===== src/rtl/cpu_ctrl_seq.sv =====
// Control sequencer for the 8-bit bus CPU: walks fetch/execute T-states and decodes bus strobes.
// Strobes are combinational from the registered state plus opcode/flags; the state advances one step per enabled clock.
// run_en=0 freezes the state and forces every strobe low. Optional macro: CTRL_EARLY_END_EN (end each instruction after its last strobe step).
module cpu_ctrl_seq #(
  parameter int OP_W    = 4,
  parameter int T_STEPS = 5
) (
  input  logic            clk,
  input  logic            rst_n,
  input  logic            run_en,
  input  logic [OP_W-1:0] opcode,
  input  logic            flag_c,
  input  logic            flag_z,
  output logic            pc_out,
  output logic            pc_inc,
  output logic            pc_load,
  output logic            mar_in,
  output logic            ram_in,
  output logic            ram_out,
  output logic            ir_in,
  output logic            ir_out,
  output logic            a_in,
  output logic            a_out,
  output logic            b_in,
  output logic            alu_out,
  output logic            alu_sub,
  output logic            flags_in,
  output logic            out_in,
  output logic            halt,
  output logic [2:0]      t_state
);

  // T-states occupy codes 0..7 so the step index is just the low three bits.
  typedef enum logic [3:0] {
    S_T0 = 4'd0, S_T1 = 4'd1, S_T2 = 4'd2, S_T3 = 4'd3,
    S_T4 = 4'd4, S_T5 = 4'd5, S_T6 = 4'd6, S_T7 = 4'd7,
    S_RST = 4'd8, S_HALT = 4'd9
  } state_e;

  localparam logic [OP_W-1:0] OP_NOP = OP_W'(4'b0000);
  localparam logic [OP_W-1:0] OP_LDA = OP_W'(4'b0001);
  localparam logic [OP_W-1:0] OP_ADD = OP_W'(4'b0010);
  localparam logic [OP_W-1:0] OP_SUB = OP_W'(4'b0011);
  localparam logic [OP_W-1:0] OP_STA = OP_W'(4'b0100);
  localparam logic [OP_W-1:0] OP_LDI = OP_W'(4'b0101);
  localparam logic [OP_W-1:0] OP_JMP = OP_W'(4'b0110);
  localparam logic [OP_W-1:0] OP_JC  = OP_W'(4'b0111);
  localparam logic [OP_W-1:0] OP_JZ  = OP_W'(4'b1000);
  localparam logic [OP_W-1:0] OP_OUT = OP_W'(4'b1110);
  localparam logic [OP_W-1:0] OP_HLT = OP_W'(4'b1111);

  state_e     state_q, state_d;
  logic       in_t;
  logic [2:0] t_idx;
  logic [2:0] last_step;

  // State register; reset drops every strobe immediately, aborting any RAM write.
  always_ff @(posedge clk or negedge rst_n) begin
    if (!rst_n) state_q <= S_RST;
    else        state_q <= state_d;
  end

  assign in_t    = ~state_q[3];
  assign t_idx   = state_q[2:0];
  assign t_state = in_t ? t_idx : 3'd0;
  assign halt    = (state_q == S_HALT);

  // Final step of the current instruction (opcode is stable from T2 onward).
  always_comb begin
    last_step = 3'(T_STEPS - 1);
`ifdef CTRL_EARLY_END_EN
    case (opcode)
      OP_LDA, OP_STA: last_step = 3'd3;
      OP_ADD, OP_SUB: last_step = 3'd4;
      default:        last_step = 3'd2;
    endcase
`endif
  end

  // Next-state: step forward while enabled, wrap after the last step, HLT parks in S_HALT.
  always_comb begin
    state_d = state_q;
    if (run_en) begin
      case (state_q)
        S_RST:  state_d = S_T0;
        S_HALT: state_d = S_HALT;
        default: begin
          if (state_q == S_T2 && opcode == OP_HLT) state_d = S_HALT;
          else if (t_idx >= last_step)             state_d = S_T0;
          else                                     state_d = state_e'({1'b0, t_idx + 3'd1});
        end
      endcase
    end
  end

  // Strobe decode; everything low unless running in a T-state that uses it.
  always_comb begin
    pc_out = 1'b0; pc_inc = 1'b0; pc_load = 1'b0; mar_in = 1'b0;
    ram_in = 1'b0; ram_out = 1'b0; ir_in = 1'b0; ir_out = 1'b0;
    a_in = 1'b0; a_out = 1'b0; b_in = 1'b0; alu_out = 1'b0;
    alu_sub = 1'b0; flags_in = 1'b0; out_in = 1'b0;
    if (run_en) begin
      case (state_q)
        S_T0: begin pc_out = 1'b1; mar_in = 1'b1; end
        S_T1: begin ram_out = 1'b1; ir_in = 1'b1; pc_inc = 1'b1; end
        S_T2: begin
          case (opcode)
            OP_NOP: ;
            OP_LDA, OP_ADD, OP_SUB, OP_STA: begin ir_out = 1'b1; mar_in = 1'b1; end
            OP_LDI: begin ir_out = 1'b1; a_in = 1'b1; end
            OP_JMP: begin ir_out = 1'b1; pc_load = 1'b1; end
            OP_JC:  begin ir_out = flag_c; pc_load = flag_c; end
            OP_JZ:  begin ir_out = flag_z; pc_load = flag_z; end
            OP_OUT: begin a_out = 1'b1; out_in = 1'b1; end
            default: ;
          endcase
        end
        S_T3: begin
          case (opcode)
            OP_LDA:         begin ram_out = 1'b1; a_in = 1'b1; end
            OP_ADD, OP_SUB: begin ram_out = 1'b1; b_in = 1'b1; end
            OP_STA:         begin a_out = 1'b1; ram_in = 1'b1; end
            default: ;
          endcase
        end
        S_T4: begin
          if (opcode == OP_ADD || opcode == OP_SUB) begin
            alu_out  = 1'b1;
            a_in     = 1'b1;
            flags_in = 1'b1;
            alu_sub  = (opcode == OP_SUB);
          end
        end
        default: ;
      endcase
    end
  end

endmodule


===== config.mk =====
export PLATFORM = sky130hd
export DESIGN_NAME = cpu_ctrl_seq
export DESIGN_NICKNAME = d
export VERILOG_FILES = /design/src/rtl/cpu_ctrl_seq.sv
export SDC_FILE = /design/constraint.sdc
export NUM_CORES = 1
export LEC_CHECK = 0
export CAP_MARGIN = 20
export CORE_MARGIN = 3
export CORE_UTILIZATION = 42
export DETAILED_ROUTE_END_ITERATION = 10
export GPL_TIMING_DRIVEN = 0
export HOLD_SLACK_MARGIN = 0.06
export PLACE_DENSITY = 0.82
export REMOVE_ABC_BUFFERS = 1
export SETUP_SLACK_MARGIN = 0.05
export SLEW_MARGIN = 20
export SYNTH_ARGS = -nofsm -noshare
export SYNTH_HDL_FRONTEND = slang
export SYNTH_SLANG_ARGS = --single-unit

===== constraint.sdc =====
create_clock -name clk -period 3.93 [get_ports clk]
set_input_delay 0.5895 -clock clk [delete_from_list [all_inputs] [get_ports clk]]
set_output_delay 0.5895 -clock clk [all_outputs]
set_load 0.02 [all_outputs]

# --- Word level (Yosys, flattened, before mapping) ---
# Cells that the tools add are included.
totals:
  register_bits: 4
  ramBits: 0
  elab_cells: 67
  latchBits: 0
  romBits: 0
  mem_count: 0
op_classes:
  add_sub_neg: 1
  div: 0
  order_cmp: 1
  mul: 0
  n_shift: 0
  n_bitwise: 0
  n_eq_ne: 16
  muxes: 41
  reduce_logical: 7
op_table:
  columns: ["cell", "n"]
  rows:
  - ["2-to-1 mux 1 bit", 31]
  - ["== test 4 x 3 -> 1 bit, second input constant", 5]
  - ["== test 4 bit, second input constant", 5]
  - ["== test 4 x 2 -> 1 bit, second input constant", 4]
  - ["one-hot mux 1 bit (3 select lines)", 3]
  - ["== test 4 x 1 -> 1 bit, second input constant", 2]
  - ["one-hot mux 4 bit (2 select lines)", 1]
  - ["2-to-1 mux 3 bit", 2]
  - ["one-hot mux 1 bit (2 select lines)", 3]
  - ["OR reduction 6 bit", 1]
  - ["zero test 4 bit", 1]
  - ["2-to-1 mux 4 bit", 1]
  - ["OR reduction 4 bit", 1]
  - ["adder 3 x 1 -> 3 bit, second input constant", 1]
  - [">= comparator 3 bit, second input constant", 1]
  - ["OR reduction 3 bit", 1]
  - ["OR reduction 2 bit", 1]
  - ["logical AND 1 bit", 1]
  - ["logical OR 1 bit", 1]

# --- Longest topological paths before layout ---
depth:
  word_depth: 5
  depth_mapped: 5

# --- Worst setup path before layout ---
# No wires, ideal clock.
synth_path:
  path_type: "in2out"
  startpoint: "in run_en"
  endpoint: "out ram_in"
  arrival_ns: 1.876
  setup_slack_ns: 1.465
  stages: 4
  t_required_ns: 3.340
  path_cell_list: "buf_2 -> nor3b_4 -> nand2_1 -> nor4b_1"
synth_between:
  elab_chain_len: 1
synth_rtl:
  columns: ["element", "line", "source"]
  rows:
  - ["start: declaration", "10", "input logic run_en,"]
  - ["2-to-1 mux 1 bit", "102", "if (run_en) begin"]
  - ["end: declaration", "18", "output logic ram_in,"]
# No other way between the ends.

# --- Worst setup path in the final report ---
layout_path:
  startpoint: "in opcode[0]"
  endpoint: "out a_in"
layout_between:
  elab_chain_len: 5
  word_cells_on_any_way: 10
  classes_between: "eq/ne: 4; mux: 5; reduce/logical: 1"
layout_rtl:
  columns: ["element", "line", "source"]
  rows:
  - ["start: declaration", "11", "input logic [OP_W-1:0] opcode,"]
  - ["== test 4 x 2 -> 1 bit", "127", "if (opcode == OP_ADD || opcode == OP_SUB) begin"]
  - ["logical OR 1 bit", "127", null]
  - ["2-to-1 mux 1 bit", "127", null]
  - ["one-hot mux 1 bit (3 select lines) (*)", "103", "case (state_q)"]
  - ["2-to-1 mux 1 bit (*)", "102", null]
  - ["end: declaration", "22", "output logic a_in,"]
# Mark *: on every way between the ends. The rest lies on a longest branch, timed or not.

==> results.yml <==
status:
  status: "finished, final reports clean"
layout:
  n_antenna_cell: 0
  drive_gt1_share_pct: 6.86
  largest_reg_flops: 4
  fin_cells: 116
  regMostFlops: "state_q"
  nets: 116
  fill_cells: 106
  final_area_sq_um: 853
  top_regs: "state_q x4"
  area_delta_synth_final_pct: 46.7
  final_core_util_pct: 71.0
clocking:
  cts_setup_buffers: 0
  cts_resized: 0
  cts_root_buf: "clkbuf_4"
  path_clk_slew_ns: 0.04
  numCtsBuffers: 3
  cts_tree: "built"
  hold_buffers: 0
  clk_latency_ns: 0.25
  clock_path_buffers: 2
  cts_num_sinks: 4
  h-tree-depth: 1
synthesis:
  yosys.area_share.simple_pct: 39.8
  synth_compound_area_share_pct: 20.0
  synth_ff_type: "dfrtp_1"
  synth_cells: 78
  synthAdderAreaFrac_pct: 8.60
  async_flop_share_pct: 100
  ys_seq_elements: 4
  yosys_warnings: 0
  avgSynthCellArea_sq_um: 7.46
  synth_top_family_by_area: "simple AND/OR/NAND/NOR gates"
  synth_edf_count: 0
  synth-xor-area-share_pct: 0
  ys_seq_area_share_pct: 17.4
  ys_types: 37
  syn-cell-area_sq_um: 582
  synth.area.mux_share_pct: 1.72
sta:
  slew_viol_final: 0
  worstMarginPinSlew_ns: 0.423
  rsz0062_at_grt: "no"
  post-route-period-util_pct: 85.1
  maxSlewHeadroom_pct: 71.7
  fin_worst_skew_ns: 0.00414
  whs_ns: 0.536
  post-route-min-period_ns: 3.35
  layout_setup_ws_ns: 0.585
  finalSetupTns_ns: 0
  fmax_mhz: 299
  setup-violations-final: 0
  final-hold-violation-count: 0
placement:
  place.gp.congestion: 0.802
  dp_slack_ns: 0.593
  placed_cell_area_sq_um: 827
  dpl.hpwl_um: 1150
  dp.cells: 112
  io_buffers: 27
critical_path:
  critPathMaxStageDelay_ns: 0.64
  path_common_cell: "clkdlybuf4s50_1"
  required_ns: 3.34
  crit_chain: "clkdlybuf4s50_1 > or3b_1 > nor4_1 > o2111a_1 > clkdlybuf4s50_1"
  regToRegSetupSlack_ns: 2.44
  cp-start-kind: "primary input"
  r2r_cells: 5
  endpoint_kind: "primary output"
  worstPathMaxFanout: 9
  r2r_start: "state_q[0]"
  worst_r2r_endpoint: "state_q[2]"
  critical_path_class: "primary input to primary output"
  cp_slowest_cell: "clkdlybuf4s50_1"
  critPathArrivalTime_ns: 2.76
global_routing:
  antenna_found_initial: 0
  grt_overflow_total: 0
  grt_max_degree: 14
  grt_pass1_vias: 575
  grt_pass1_wl_um: 2500
  grt_use_total_pct: 17.5
floorplan:
  die_area_sq_um: 1870
  die_w_um: 43.2
  initial_core_util_pct: 48.4
  die_y_um: 43.2
  core_area_sq_um: 1200
  rows: 12
  io_pins: 28
drt:
  ant_nets: 0
  routed_wl_um: 1560
  routedWlPerCell_um: 13.4
  vias: 641
  route.detailed.drc: 0
  drtPass1Iterations: 4
  drt_iter0_markers: 18
  routed_via_density: 5.53
power:
  peakVddDrop_v: 0.000346
  power_leakage_nw: 0.348
  cellPowerDensity_nw_per_um2: 428
  report.power.total_mw: 0.365
min_path:
  hp-class: "primary input to asynchronous set/reset pin"
job:
  drv_cap: 0
==> worst max-delay path, delay by kind of cell <==
family | cells | cell delay, ns
simple gates | 2 | 0.71
buf+inv | 2 | 1.24
compound gates | 1 | 0.21
==> worst max path at each step <==
stage	start	end
after detailed placement	run_en	ir_out
final	opcode[0]	a_in
after global routing	opcode[0]	a_in
after floorplan	run_en	ram_in
after CTS	run_en	ir_out
after global placement	opcode[0]	a_in
==> cell usage after synthesis, types with 2 or more instances <==
master	n	share of area, %
dfrtp_1	3	13
nor2_1	8	5.2
o21a_1	2	2.6
nor2b_1	3	3.2
o32ai_1	2	3.0
o21ai_0	4	3.4
and2_1	3	3.2
nand3_1	6	5.2
buf_4	2	2.6
nand2_1	4	2.6
clkbuf_1	3	1.9
nor3_1	3	2.6
inv_1	8	5.2
ha_1	4	8.6
==> cell families (layout without fill, tap and decap cells) <==
| kind of cell | count (synthesis) | in the layout |
|---|---|---|
| buffers and inverters | 15 | 39 |
| flip-flops | 4 | 4 |
| multiplexers | 1 | 1 |
| AO/OA/AOI/OAI | 15 | 15 |
| adder cells (fa/ha/maj) | 4 | 4 |
| AND/OR/NAND/NOR | 39 | 39 |
==> layout by cell type, fill, tap and decap left out, types with 2 or more instances in the layout <==
| cell | count |
|---|---|
| and2_1 | 3 |
| nor2b_1 | 3 |
| nor2_1 | 8 |
| nand3_1 | 6 |
| o32ai_1 | 2 |
| inv_1 | 8 |
| o21a_1 | 2 |
| clkdlybuf4s50_1 | 27 |
| ha_1 | 4 |
| clkbuf_4 | 3 |
| dfrtp_1 | 3 |
| nor3_1 | 3 |
| o21ai_0 | 4 |
| nand2_1 | 4 |
==> area by class of cell <==
cell class | count | area (sq um) | share of cell area [%]
Tap cell | 14 | 17.5 | 2.05
Sequential cell | 4 | 101 | 11.9
Multi-Input combinational cell | 59 | 408 | 47.8
Inverter | 8 | 30.0 | 3.52
Timing Repair Buffer | 27 | 270 | 31.7
Clock buffer | 4 | 26.3 | 3.08
==> layer usage <==
layer	share of wire, %	GRT usage, %	vias up
met5	0	0	-
met2	45	27.4	25
met4	1.1	5.42	0
li1	-	-	323
met3	6.9	5.51	2
met1	47	22.5	291
==> power breakdown <==
part / switching (mW) / leakage, nW / total (mW) / internal [mW]
combinational: 0.122 / 0.284 / 0.225 / 0.103
clock: 0.0223 / 0.0150 / 0.0608 / 0.0385
sequential: 0.0220 / 0.0482 / 0.0792 / 0.0572
total: 0.166 / 0.348 / 0.365 / 0.199
Note: power is estimated with default switching activity, not from simulation.
